File: config.mk
export PLATFORM = sky130hd
export DESIGN_NAME = dmux8way_dispatch
export DESIGN_NICKNAME = d
export VERILOG_FILES = /design/src/rtl/dmux8way_pkg.sv /design/src/rtl/dmux8way_dec.sv /design/src/rtl/dmux8way_dispatch.sv
export SDC_FILE = /design/constraint.sdc
export NUM_CORES = 1
export LEC_CHECK = 0
export BUFFER_PORTS_ARGS = -buffer_cell sky130_fd_sc_hd__buf_2
export CORE_ASPECT_RATIO = 0.9
export CORE_MARGIN = 3
export CORE_UTILIZATION = 39
export CTS_CLUSTER_DIAMETER = 40
export CTS_CLUSTER_SIZE = 28
export DETAILED_ROUTE_END_ITERATION = 10
export PLACE_DENSITY = 0.74
export SLEW_MARGIN = 20
export SYNTH_ARGS = -nofsm -noshare
export SYNTH_HDL_FRONTEND = slang
export SYNTH_SLANG_ARGS = --single-unit
File: constraint.sdc
create_clock -name clk -period 2.17 [get_ports clk]
set_input_delay 0.434 -clock clk [delete_from_list [all_inputs] [get_ports clk]]
set_output_delay 0.434 -clock clk [all_outputs]
set_load 0.1 [all_outputs]
File: src/rtl/dmux8way_pkg.sv
// Shared constants and occupancy state encoding for the 8-way dispatch demux.
package dmux8way_pkg;

  localparam int unsigned N_OUT = 8;
  localparam int unsigned SEL_W = 3;

  typedef enum logic [1:0] {
    EMPTY = 2'd0,
    ONE   = 2'd1,
    TWO   = 2'd2
  } occ_state_t;

endpackage

File: src/rtl/dmux8way_dec.sv
// Combinational 3-to-8 one-hot decoder; all-zero output when en is low.
module dmux8way_dec
  import dmux8way_pkg::*;
(
  input  logic [SEL_W-1:0] sel,
  input  logic             en,
  output logic [N_OUT-1:0] y
);

  always_comb begin
    y = '0;
    if (en) y[sel] = 1'b1;
  end

endmodule

File: src/rtl/dmux8way_dispatch.sv
// 2-entry in-order FIFO that offers each word to one of eight destinations
// selected by its stored index; the head blocks until its destination accepts.
module dmux8way_dispatch
  import dmux8way_pkg::*;
#(
  parameter int unsigned DW = 16
) (
  input  logic             clk,
  input  logic             rst_n,
  input  logic             in_valid,
  output logic             in_ready,
  input  logic [DW-1:0]    in_data,
  input  logic [SEL_W-1:0] in_sel,
  output logic [N_OUT-1:0] out_valid,
  input  logic [N_OUT-1:0] out_ready,
  output logic [DW-1:0]    out_data,
  output logic             busy
);

  occ_state_t       state_q, state_d;
  logic             wr_ptr_q, rd_ptr_q;
  logic [DW-1:0]    mem_data [2];
  logic [SEL_W-1:0] mem_sel  [2];

  logic             push, pop, nonempty;
  logic [SEL_W-1:0] head_sel;
  logic [DW-1:0]    head_data;

  assign nonempty  = (state_q != EMPTY);
  assign in_ready  = (state_q != TWO);
  assign busy      = nonempty;
  assign head_sel  = mem_sel[rd_ptr_q];
  assign head_data = mem_data[rd_ptr_q];
  assign out_data  = nonempty ? head_data : '0;

  dmux8way_dec u_dec (
    .sel (head_sel),
    .en  (nonempty),
    .y   (out_valid)
  );

  // out_valid is one-hot on the head select, so only that ready bit can pop.
  assign push = in_valid & in_ready;
  assign pop  = |(out_valid & out_ready);

  always_ff @(posedge clk or negedge rst_n) begin
    if (!rst_n) begin
      state_q  <= EMPTY;
      wr_ptr_q <= 1'b0;
      rd_ptr_q <= 1'b0;
    end else begin
      state_q <= state_d;
      if (push) wr_ptr_q <= ~wr_ptr_q;
      if (pop)  rd_ptr_q <= ~rd_ptr_q;
    end
  end

  // Payload storage carries no reset; validity comes from the FSM.
  always_ff @(posedge clk) begin
    if (push) begin
      mem_data[wr_ptr_q] <= in_data;
      mem_sel[wr_ptr_q]  <= in_sel;
    end
  end

  always_comb begin
    state_d = state_q;
    case (state_q)
      EMPTY: if (push) state_d = ONE;
      ONE: begin
        if (push && !pop)      state_d = TWO;
        else if (pop && !push) state_d = EMPTY;
      end
      TWO:     if (pop) state_d = ONE;
      default: state_d = EMPTY;
    endcase
  end

endmodule

# Yosys cells after proc, flatten, opt, wreduce, memory -nomap -nowiden
# Memory sizes are Yosys's and may differ from the RTL's.
# Index checks and enable logic that the tools add are counted.
# word_totals
regBits	4
latch_bits	0
mem_bits_rw	38
romBits	0
input_bits	30
n_memories	2
# classes
addsub	0
mul	0
div	0
n_lt_le_gt_ge	2
eq_ne	6
shift	0
mux	11
n_bitwise	4
reduce_logical	9
# mem_list
memory	words	width	rd	rd_ports_with_merged_regs	write_ports	line	text
mem_data	2	16	1	0	1	dmux8way_dispatch.sv:22	logic [DW-1:0] mem_data [2];
mem_sel	2	3	1	0	1	dmux8way_dispatch.sv:23	logic [SEL_W-1:0] mem_sel [2];
# op_table
operator	n
$mux W16	1
$and A8 B8 Y8	1
$mux W2	4
$mux W8	1
$reduce_or A8 Y1	1
$ne A2 B2 Y1 const B	3
$pmux W2 S3	1
$lt A3 B4 Y1 const B	1
$demux W1 S3	1
$ge A3 B1 Y1 const B	1
$logic_and A1 B1 Y1	3
$mux W1	3
$ne A3 B3 Y1 const B	1
$reduce_and A3 Y1	1
$eq A2 B1 Y1 const B	1
$eq A2 B2 Y1 const B	1
$logic_not A1 Y1	2
$logic_not A2 Y1	1
$not A1 Y1	2
$reduce_bool A2 Y1	1
$and A1 B1 Y1	1

# Longest topological paths before layout
# Gate-level depths: netlist of the first run.
# An unclocked memory read counts as a cell.
# depth
ltp_word	12
depth_mapped	8

# Cells and area by module
# A second synthesis of the first run with hierarchy kept.
# hier_totals
hier_cells	108
hier_area_um2	1781.7
# by_module_without_submodules
mod	n_inst	cells_each	area_each_um2
dmux8way_dispatch	1	100	1686.6
dmux8way_dec	1	8	95.1

# Worst setup path after synthesis of the first run
# No wires, ideal clock.
# synth_path
path_type	register -> output
startpoint	register state_q[1]
endpoint	output out_valid[0]
arrival_ps	2693
setup_slack_ps	-957
stages_incl_launch_ff	5
path_cell_list	dfrtp_1 -> nor2_1 -> inv_1 -> nand2_1 -> nor2_1
# synth_between
elab_chain_len	2
# synth_lines
element	line	text
start, declared	dmux8way_dispatch.sv:20	occ_state_t state_q, state_d;
start signal, assigned	dmux8way_dispatch.sv:52	state_q <= state_d;
$reduce_bool A2 Y1	dmux8way_dispatch.sv:29	assign nonempty = (state_q != EMPTY);
named net busy	dmux8way_dispatch.sv:17	output logic busy
$mux W8	dmux8way_dec.sv:12	if (en) y[sel] = 1'b1;
end, declared	dmux8way_dispatch.sv:14	output logic [N_OUT-1:0] out_valid,
# The timed path passes the listed nets, and every way through them passes these cells.

# Worst setup path after layout of the first run
# layout_path
startpoint	memory mem_sel[0][1]
endpoint	register state_q[0]
# layout_between
elab_chain_len	12
word_cells_on_any_way	17
cone_classes	2 x order compare; 2 x eq/ne; 5 x mux; 1 x bitwise; 6 x reduce/logical; 1 x memory
# layout_lines
element	line	text
start, declared	dmux8way_dispatch.sv:23	
$mem_v2 Z2 W3 *	--	
$lt A3 B4 Y1 (implied by the code) or $ge A3 B1 Y1 (tied branches)	dmux8way_dec.sv:12	
$logic_and A1 B1 Y1 (implied by the code)	dmux8way_dec.sv:12	
$mux W1 (implied by the code)	dmux8way_dec.sv:12	
$demux W1 S3 *	--	
$mux W8 *	dmux8way_dec.sv:12	
$and A8 B8 Y8 *	dmux8way_dispatch.sv:44	assign pop = |(out_valid & out_ready);
$reduce_or A8 Y1 *	dmux8way_dispatch.sv:44	
$logic_not A1 Y1	dmux8way_dispatch.sv:71	if (push && !pop) state_d = TWO;
$logic_and A1 B1 Y1	dmux8way_dispatch.sv:71	
$ne A3 B3 Y1 (no line) or $mux W2 (tied branches)	--	
$reduce_and A3 Y1 (no line) or $pmux W2 S3 (tied branches)	--	
# Mark *: on every way between the ends. The rest lies on a longest branch, timed or not.
# A chain may end at the register's enable or synchronous reset.

==> impl_metrics.env, run 1 <==
export IMPL_drcViolationCount=0
export IMPL_io_pins=56
export IMPL_viasPerCell=4.67
export IMPL_die_w_um=77.6
export IMPL_clk_path_buf_depth=2
export IMPL_fillers=314
export IMPL_numPortBuffers=55
export IMPL_setup_viol_count_final=0
export IMPL_ys_flop_type="edfxtp_1"
export IMPL_grt_pass1_wl_mm=6.15
export IMPL_hold_end="mem_data[0][13]"
export IMPL_reg2reg_slack_ns=0.04
export IMPL_core_mm2=0.00427
export IMPL_cts_tree="done"
export IMPL_drive_above_1_share_pct=56.4
export IMPL_drt_total_wl_mm=3.72
export IMPL_synth_edf_count=38
export IMPL_met1_usage_pct=17.2
export IMPL_hold_class="primary input to flop"
export IMPL_place_hpwl_mm=2.87
export IMPL_ant_nets=0
export IMPL_fin_skew_ns=0.00372
export IMPL_yosysSeqAreaShare_pct=69.0
export IMPL_clock_fmax_mhz=469
export IMPL_gp_congestion=0.844
export IMPL_grt_pass1_vias=1307
export IMPL_yosysUniqueCellTypes=25
export IMPL_ctsRootBufferMaster="clkbuf_8"
export IMPL_status="completed"
export IMPL_cp_slowest_cell="a2bb2oi_1"
export IMPL_clkLatencyLatePin_ns=0.28
export IMPL_path_cells="nor2b_1 > a2bb2oi_1 > o22ai_2 > o21ai_2 > ha_1 > mux2i_1 > o22ai_1"
export IMPL_dr_pass1_iters=4
export IMPL_cp_top_family="compound AO/OA/AOI/OAI gates"
export IMPL_cp_arrival_ns=2.29
export IMPL_dieArea_mm2=0.00547
export IMPL_yosys_area_top_type="edfxtp_1"
export IMPL_num_rows=22
export IMPL_grt_max_degree=20
export IMPL_netlist_area_mm2=0.00180
export IMPL_yosysMostFrequentCell="edfxtp_1"
export IMPL_hold_start="in_data[13]"
export IMPL_vias=1192
export IMPL_period_needed_ns=2.13
export IMPL_reg2reg_to="state_q[0]"
export IMPL_grtUsageMet3_pct=5.28
export IMPL_cap_violations=0
export IMPL_netlist_top_cells_count="edfxtp_1 (38), nor2_1 (29), mux2i_1 (21)"
export IMPL_synth_avg_cell_area_um2=14.7
export IMPL_hold_path_depth=1
export IMPL_syn_nets=153
export IMPL_yosysWarnings=0
export IMPL_nNetsFinal=225
export IMPL_async_flop_share_pct=9.52
export IMPL_synth_seq_cells=42
export IMPL_syn_to_final_growth_pct=57.7
export IMPL_clk_transition_reported_paths_ns=0.08
export IMPL_synth_area_top_cells="edfxtp_1 (63%), mux2i_1 (12%), nor2_1 (6.1%)"
export IMPL_ff2ff_path_depth=7
export IMPL_first_iter_violations=23
export IMPL_final_core_utilization_pct=66.5
export IMPL_finalCritPeriodShare_pct=98.2
export IMPL_grt_antenna_before_repair=0
export IMPL_avgRoutedWirePerCell_um=14.6
export IMPL_start_util_pct=42.2
export IMPL_cts_made_buffers=5
export IMPL_path_max_fanout=3
export IMPL_grt_busiest_layer="met2"
export IMPL_grtUsageMet2_pct=24.5
export IMPL_worstPathRequired_ns=2.33
export IMPL_drv_slew=0
export IMPL_netlist_instances=122
export IMPL_finalHoldViolCount=0
export IMPL_path_buf_inv=0
export IMPL_crit_type="flop to flop"
export IMPL_worstMarginPinSlew_ns=0.579
export IMPL_slowest_delay_ns=0.50
export IMPL_critPathLaunchType="flop"
export IMPL_yosys_area_top_type_share_pct=63.4
export IMPL_n_antenna_cell=0
export IMPL_r2r_start="mem_sel[0][1]"
export IMPL_dieHeight_um=70.4
export IMPL_overflow=0
export IMPL_cts_htree_levels=2
export IMPL_rsz0062_at_grt="yes"
export IMPL_end_kind="flop"
export IMPL_clock_sinks=42
export IMPL_relSlewSlack_pct=61.3
export IMPL_track_usage_pct=14.5
==> registers in the layout, indices dropped and copies added, names as in the netlist <==
name	cells
wr_ptr_q	1
state_q	2
mem_sel	6
rd_ptr_q	1
mem_data	32
==> kinds of logic after synthesis <==
logic type / share of synthesized area, %
and+or+nand+nor: 8.83
muxes: 12.9
xor gates and xnor gates: 0.974
AOI/OAI and AO/OA: 5.01
adders and majority gates: 0.695
DFF: 69.0
buffers and inverters: 2.57
==> cell usage in the layout, fill, tap and decap left out, types with 2 or more instances in the layout <==
cell type	Yosys	routed
xnor2_1	2	2
clkbuf_8	0	5
inv_1	4	3
buf_12	0	24
nor2_2	0	9
buf_4	0	13
a32oi_2	1	2
o22ai_2	2	2
mux2i_1	21	21
o21ai_2	2	2
edfxtp_1	38	38
dfrtp_1	4	3
nor2_1	29	8
buf_2	1	31
nand2_1	3	2
nor2_4	0	12
clkinv_2	0	2
==> worst max-delay path by stage <==
stage | endpoint | slack [ns] | depth (start not counted) | start
after global routing | state_q[0] | -0.07 | 7 | rd_ptr_q
after detailed placement | state_q[0] | -0.09 | 7 | rd_ptr_q
after global placement | state_q[0] | 0.08 | 7 | rd_ptr_q
after CTS | out_valid[0] | 0.03 | 4 | rd_ptr_q
after floorplan | out_data[0] | -0.25 | 4 | rd_ptr_q
final | state_q[0] | 0.04 | 7 | mem_sel[0][1]
==> worst reg2reg max path, stage by stage, from the launching register on <==
cell,delay (ns)
edfxtp_1,0.43
nor2b_1,0.18
a2bb2oi_1,0.50
o22ai_2,0.19
o21ai_2,0.19
ha_1,0.26
mux2i_1,0.16
o22ai_1,0.09
==> metrics by stage <==
step	cell area, um2	hold WS (ns)	instances	worst slack (ns)	TNS [ns]
after floorplan	1910	0.138	122	-0.254	-3.14
after CTS	2810	0.324	253	0.0344	0
after global routing	2840	0.313	255	-0.0661	-0.183
after detailed placement	2660	0.245	242	-0.0890	-0.140
final	2840	0.336	255	0.0390	0
after global placement	2660	0.245	242	0.0837	0
==> area by class of cell <==
class,instances,area (um2),area share [%]
Multi-Input combinational cell,72,649,22.9
Inverter,4,18.8,0.661
Tap cell,60,75.1,2.65
Clock buffer,5,68.8,2.43
Clock inverter,3,40.0,1.41
Sequential cell,42,1240,43.8
Timing Repair Buffer,69,743,26.2
==> per-layer routing <==
layer / up-vias / wire (um)
met2: 48 / 1920
met1: 553 / 1520
met3: 4 / 240
li1: 587 / -
met4: 0 / 41
met5: - / 0
==> what timing repair did <==
item / in CTS / in global routing
setup buffers: 2 / 2
resized for setup: 4 / 3
endpoints found under the hold margin: 4 / 0
pin swaps: 0 / 4
endpoints found under the setup margin: 10 / 7
hold buffers: 1 / 0
Power of run 1 is not shown: default switching activity piles up to over one toggle a cycle in this logic, so the estimate is an artifact.
==> run 2: changes to the inputs <==
SETUP_SLACK_MARGIN = 0.05   (was unset)
==> impl_metrics.env, run 2 (synthesized netlist as in run 1, its figures left out) <==
export IMPL_drv_slew=0
export IMPL_relSlewSlack_pct=67.6
export IMPL_viasPerCell=4.75
export IMPL_r2r_start="rd_ptr_q"
export IMPL_largest_reg_flops=32
export IMPL_clkLatencyLatePin_ns=0.28
export IMPL_ff2ff_path_depth=8
export IMPL_worstPathRequired_ns=1.74
export IMPL_grt_max_degree=20
export IMPL_fin_skew_ns=0.00174
export IMPL_clk_path_buf_depth=2
export IMPL_setup_viol_count_final=0
export IMPL_dpl_cell_area_mm2=0.00267
export IMPL_path_max_fanout=9
export IMPL_fillers=295
export IMPL_place_hpwl_mm=2.77
export IMPL_avgRoutedWirePerCell_um=14.1
export IMPL_worstMarginPinSlew_ns=0.489
export IMPL_dieHeight_um=70.4
export IMPL_dr_pass1_iters=4
export IMPL_drive_above_1_share_pct=54.9
export IMPL_final_cell_area_mm2=0.00283
export IMPL_critPathLaunchType="flop"
export IMPL_cts_htree_levels=2
export IMPL_final_common_cell="edfxtp_1"
export IMPL_first_iter_violations=27
export IMPL_hold_class="primary input to flop"
export IMPL_status="completed"
export IMPL_syn_to_final_growth_pct=57.5
export IMPL_start_util_pct=42.2
export IMPL_rsz0062_at_grt="yes"
export IMPL_nNetsFinal=223
export IMPL_ctsRootBufferMaster="clkbuf_8"
export IMPL_overflow=0
export IMPL_gp_congestion=0.769
export IMPL_dr_wl_met2_mm=1.86
export IMPL_final_cell_mix="edfxtp_1 (38), buf_2 (31), buf_12 (25), mux2i_1 (21), nor2_4 (12)"
export IMPL_drt_total_wl_mm=3.56
export IMPL_crit_type="flop to output pin"
export IMPL_cp_arrival_ns=1.65
export IMPL_finalHoldViolCount=0
export IMPL_n_antenna_cell=0
export IMPL_grt_antenna_before_repair=0
export IMPL_cts_made_buffers=5
export IMPL_reg_top3="mem_data: 32 flops, mem_sel: 6 flops, state_q: 2 flops"
export IMPL_numPortBuffers=55
export IMPL_end_kind="output pin"
export IMPL_die_w_um=77.6
export IMPL_finalCritPeriodShare_pct=96.2
export IMPL_hold_start="in_sel[0]"
export IMPL_drcViolationCount=0
export IMPL_hold_end="mem_sel[0][0]"
export IMPL_hold_path_depth=1
export IMPL_core_mm2=0.00427
export IMPL_cts_tree="done"
export IMPL_clock_fmax_mhz=479
export IMPL_cap_violations=0
export IMPL_highest_signal_layer="met4"
export IMPL_reg2reg_slack_ns=0.17
export IMPL_dieArea_mm2=0.00547
export IMPL_vias=1202
export IMPL_clk_transition_reported_paths_ns=0.07
export IMPL_clock_sinks=42
export IMPL_period_needed_ns=2.09
export IMPL_io_pins=56
export IMPL_ant_nets=0
export IMPL_m1WireLength_mm=1.43
export IMPL_num_rows=22
export IMPL_grt_pass1_vias=1308
export IMPL_track_usage_pct=14.0
export IMPL_top_register="mem_data"
export IMPL_reg2reg_to="state_q[1]"
export IMPL_met3_length_um=246
export IMPL_grt_pass1_wl_mm=5.94
-- run 2: per-stage QoR --
stage	instances	setup TNS, ns	setup WS [ns]	utilization, %	hold WS, ns
floorplan	122	-1.94	-0.254	-	0.138
global placement	243	0	0.267	62.5	0.243
detailed placement	243	0	0.0997	62.5	0.251
CTS	252	0	0.0474	65.5	0.331
global route	253	0	0.0361	66.4	0.331
finish	253	0	0.0832	66.4	0.342
-- run 2: worst max path at each step --
| stage | start | to | cells past startpoint |
|---|---|---|---|
| global route | rd_ptr_q | out_valid[7] | 6 |
| finish | rd_ptr_q | out_valid[1] | 6 |
| global placement | rd_ptr_q | state_q[1] | 7 |
| CTS | rd_ptr_q | out_valid[7] | 6 |
| detailed placement | rd_ptr_q | state_q[1] | 7 |
| floorplan | rd_ptr_q | out_data[0] | 4 |
-- run 2: layout make-up --
type                    instances  area, um2  area share (%)
repair buffers                 67        741            26.1
well taps                      60       75.1            2.65
multi-input cells              72        651            23.0
clock inverters                 1       30.0            1.06
flip-flops and latches         42       1240            43.8
clock buffers                   7       76.3            2.69
inverters                       4       18.8           0.662
-- run 2: layer usage --
layer / GRT usage [%] / vias to the layer above
met4: 4.15 / 0
met5: 0 / -
met3: 3.87 / 2
met2: 24.4 / 47
li1: - / 586
met1: 16.6 / 567
-- run 2: what timing repair did --
action	in CTS	in global routing
endpoints found under the hold margin	4	0
hold buffers	1	0
setup buffers	0	1
resized for setup	3	5
cloned	0	0
setup endpoints to repair	7	10
-- run 2: critical path, stage by stage, from the launching register on --
cell and delay (ns):
dfrtp_2 0.44, buf_4 0.20, nor2_4 0.14, a22oi_1 0.12, buf_4 0.18, nor2_4 0.12, buf_12 0.18
Power of run 2 is left out for the same reason.
==> run 3: changes to the inputs <==
GPL_TIMING_DRIVEN = 0   (was unset)
REMOVE_ABC_BUFFERS = 1   (was unset)
==> impl_metrics.env, run 3 (synthesized netlist as in run 1, its figures left out) <==
export IMPL_status="completed"
export IMPL_clock_fmax_mhz=469
export IMPL_path_max_fanout=6
export IMPL_worstMarginPinSlew_ns=0.888
export IMPL_largest_reg_flops=32
export IMPL_grt_max_degree=20
export IMPL_cp_arrival_ns=1.70
export IMPL_io_pins=56
export IMPL_ant_nets=0
export IMPL_track_usage_pct=13.4
export IMPL_relSlewSlack_pct=40.8
export IMPL_clkLatencyLatePin_ns=0.29
export IMPL_fin_skew_ns=0.00309
export IMPL_nNetsFinal=221
export IMPL_start_util_pct=42.2
export IMPL_clk_transition_reported_paths_ns=0.08
export IMPL_dp_slack_ns=-0.301
export IMPL_finalHoldViolCount=0
export IMPL_cts_made_buffers=5
export IMPL_dr_pass1_iters=4
export IMPL_cts_tree="done"
export IMPL_reg_top3="mem_data: 32 flops, mem_sel: 6 flops, state_q: 2 flops"
export IMPL_clk_path_buf_depth=2
export IMPL_dieHeight_um=70.4
export IMPL_die_w_um=77.6
export IMPL_dieArea_mm2=0.00547
export IMPL_fillers=335
export IMPL_core_mm2=0.00427
export IMPL_final_cell_mix="edfxtp_1 (38), buf_2 (32), nor2_1 (21), mux2i_1 (21), clkbuf_4 (13)"
export IMPL_end_kind="output pin"
export IMPL_tns_ns=0
export IMPL_multi_input_area_um2=599
export IMPL_final_common_cell="edfxtp_1"
export IMPL_numPortBuffers=55
export IMPL_vias=1189
export IMPL_finalCritPeriodShare_pct=98.3
export IMPL_final_core_utilization_pct=59.8
export IMPL_cp_top_family="flip-flops"
export IMPL_num_rows=22
export IMPL_drv_slew=0
export IMPL_drcViolationCount=0
export IMPL_drive_above_1_share_pct=48.2
export IMPL_grt_pass1_wl_mm=5.55
export IMPL_overflow=0
export IMPL_cp_slowest_cell="dfrtp_4"
export IMPL_setup_viol_count_final=0
export IMPL_setup_ws_ns=0.0366
export IMPL_path_buf_inv=1
export IMPL_seqCellArea_mm2=0.00124
export IMPL_slowest_delay_ns=0.53
export IMPL_whs_ns=0.326
export IMPL_gp_congestion=0.783
export IMPL_cap_violations=0
export IMPL_ctsRootBufferMaster="clkbuf_8"
export IMPL_worstPathRequired_ns=1.74
export IMPL_drt_total_wl_mm=3.57
export IMPL_clock_sinks=42
export IMPL_first_iter_violations=28
export IMPL_hold_class="primary input to flop"
export IMPL_place_hpwl_mm=2.32
export IMPL_top_register="mem_data"
export IMPL_n_antenna_cell=0
export IMPL_grt_pass1_vias=1138
export IMPL_syn_to_final_growth_pct=41.9
export IMPL_rsz0062_at_grt="yes"
export IMPL_path_cells="mux2i_4 > or2_4 > nor2_4 > buf_12"
export IMPL_period_needed_ns=2.13
export IMPL_critPathLaunchType="flop"
export IMPL_cts_htree_levels=2
export IMPL_viasPerCell=4.74
export IMPL_avgRoutedWirePerCell_um=14.2
export IMPL_crit_type="flop to output pin"
export IMPL_grt_antenna_before_repair=0
## run 3: worst paths after layout
| kind | from | endpoint | slack, ns | cells after the start |
|---|---|---|---|---|
| min | in_data[14] | mem_data[1][14] | 0.33 | 1 |
| max reg2reg | rd_ptr_q | state_q[0] | 0.07 | 8 |
| max | rd_ptr_q | out_valid[1] | 0.04 | 4 |
| min reg2reg | wr_ptr_q | wr_ptr_q | 0.51 | 1 |
| max in group asynchronous | rst_n | rd_ptr_q | 1.55 | 2 |
| min in group asynchronous | rst_n | rd_ptr_q | 0.48 | 2 |
## run 3: area by class of cell
class | instances | share of cell area [%]
multi-input cells | 72 | 23.5
clock inverters | 2 | 1.47
flip-flops and latches | 42 | 48.8
repair buffers | 65 | 19.9
inverters | 4 | 0.588
well taps | 60 | 2.94
clock buffers | 6 | 2.84
## run 3: per-stage QoR
step	area, um2	instances
2_1_floorplan	1770	118
3_3_place_gp	2120	233
3_5_place_dp	2140	234
4_1_cts	2450	249
5_1_grt	2550	251
6_report	2550	251
## run 3: what timing repair did
item / 4_1_cts / 5_1_grt
buffers inserted: 6 / 2
gates resized for setup: 39 / 25
endpoints found under the setup margin: 27 / 23
pin swaps: 3 / 8
hold buffers: 1 / 0
endpoints found under the hold margin: 4 / 0
## run 3: metal layers
metal | GRT usage, % | wire length, um
met1 | 16.2 | 1510
met2 | 22.2 | 1800
met3 | 5.28 | 253
met4 | 3.56 | 13
met5 | 0 | 0
Power of run 3 is left out for the same reason.
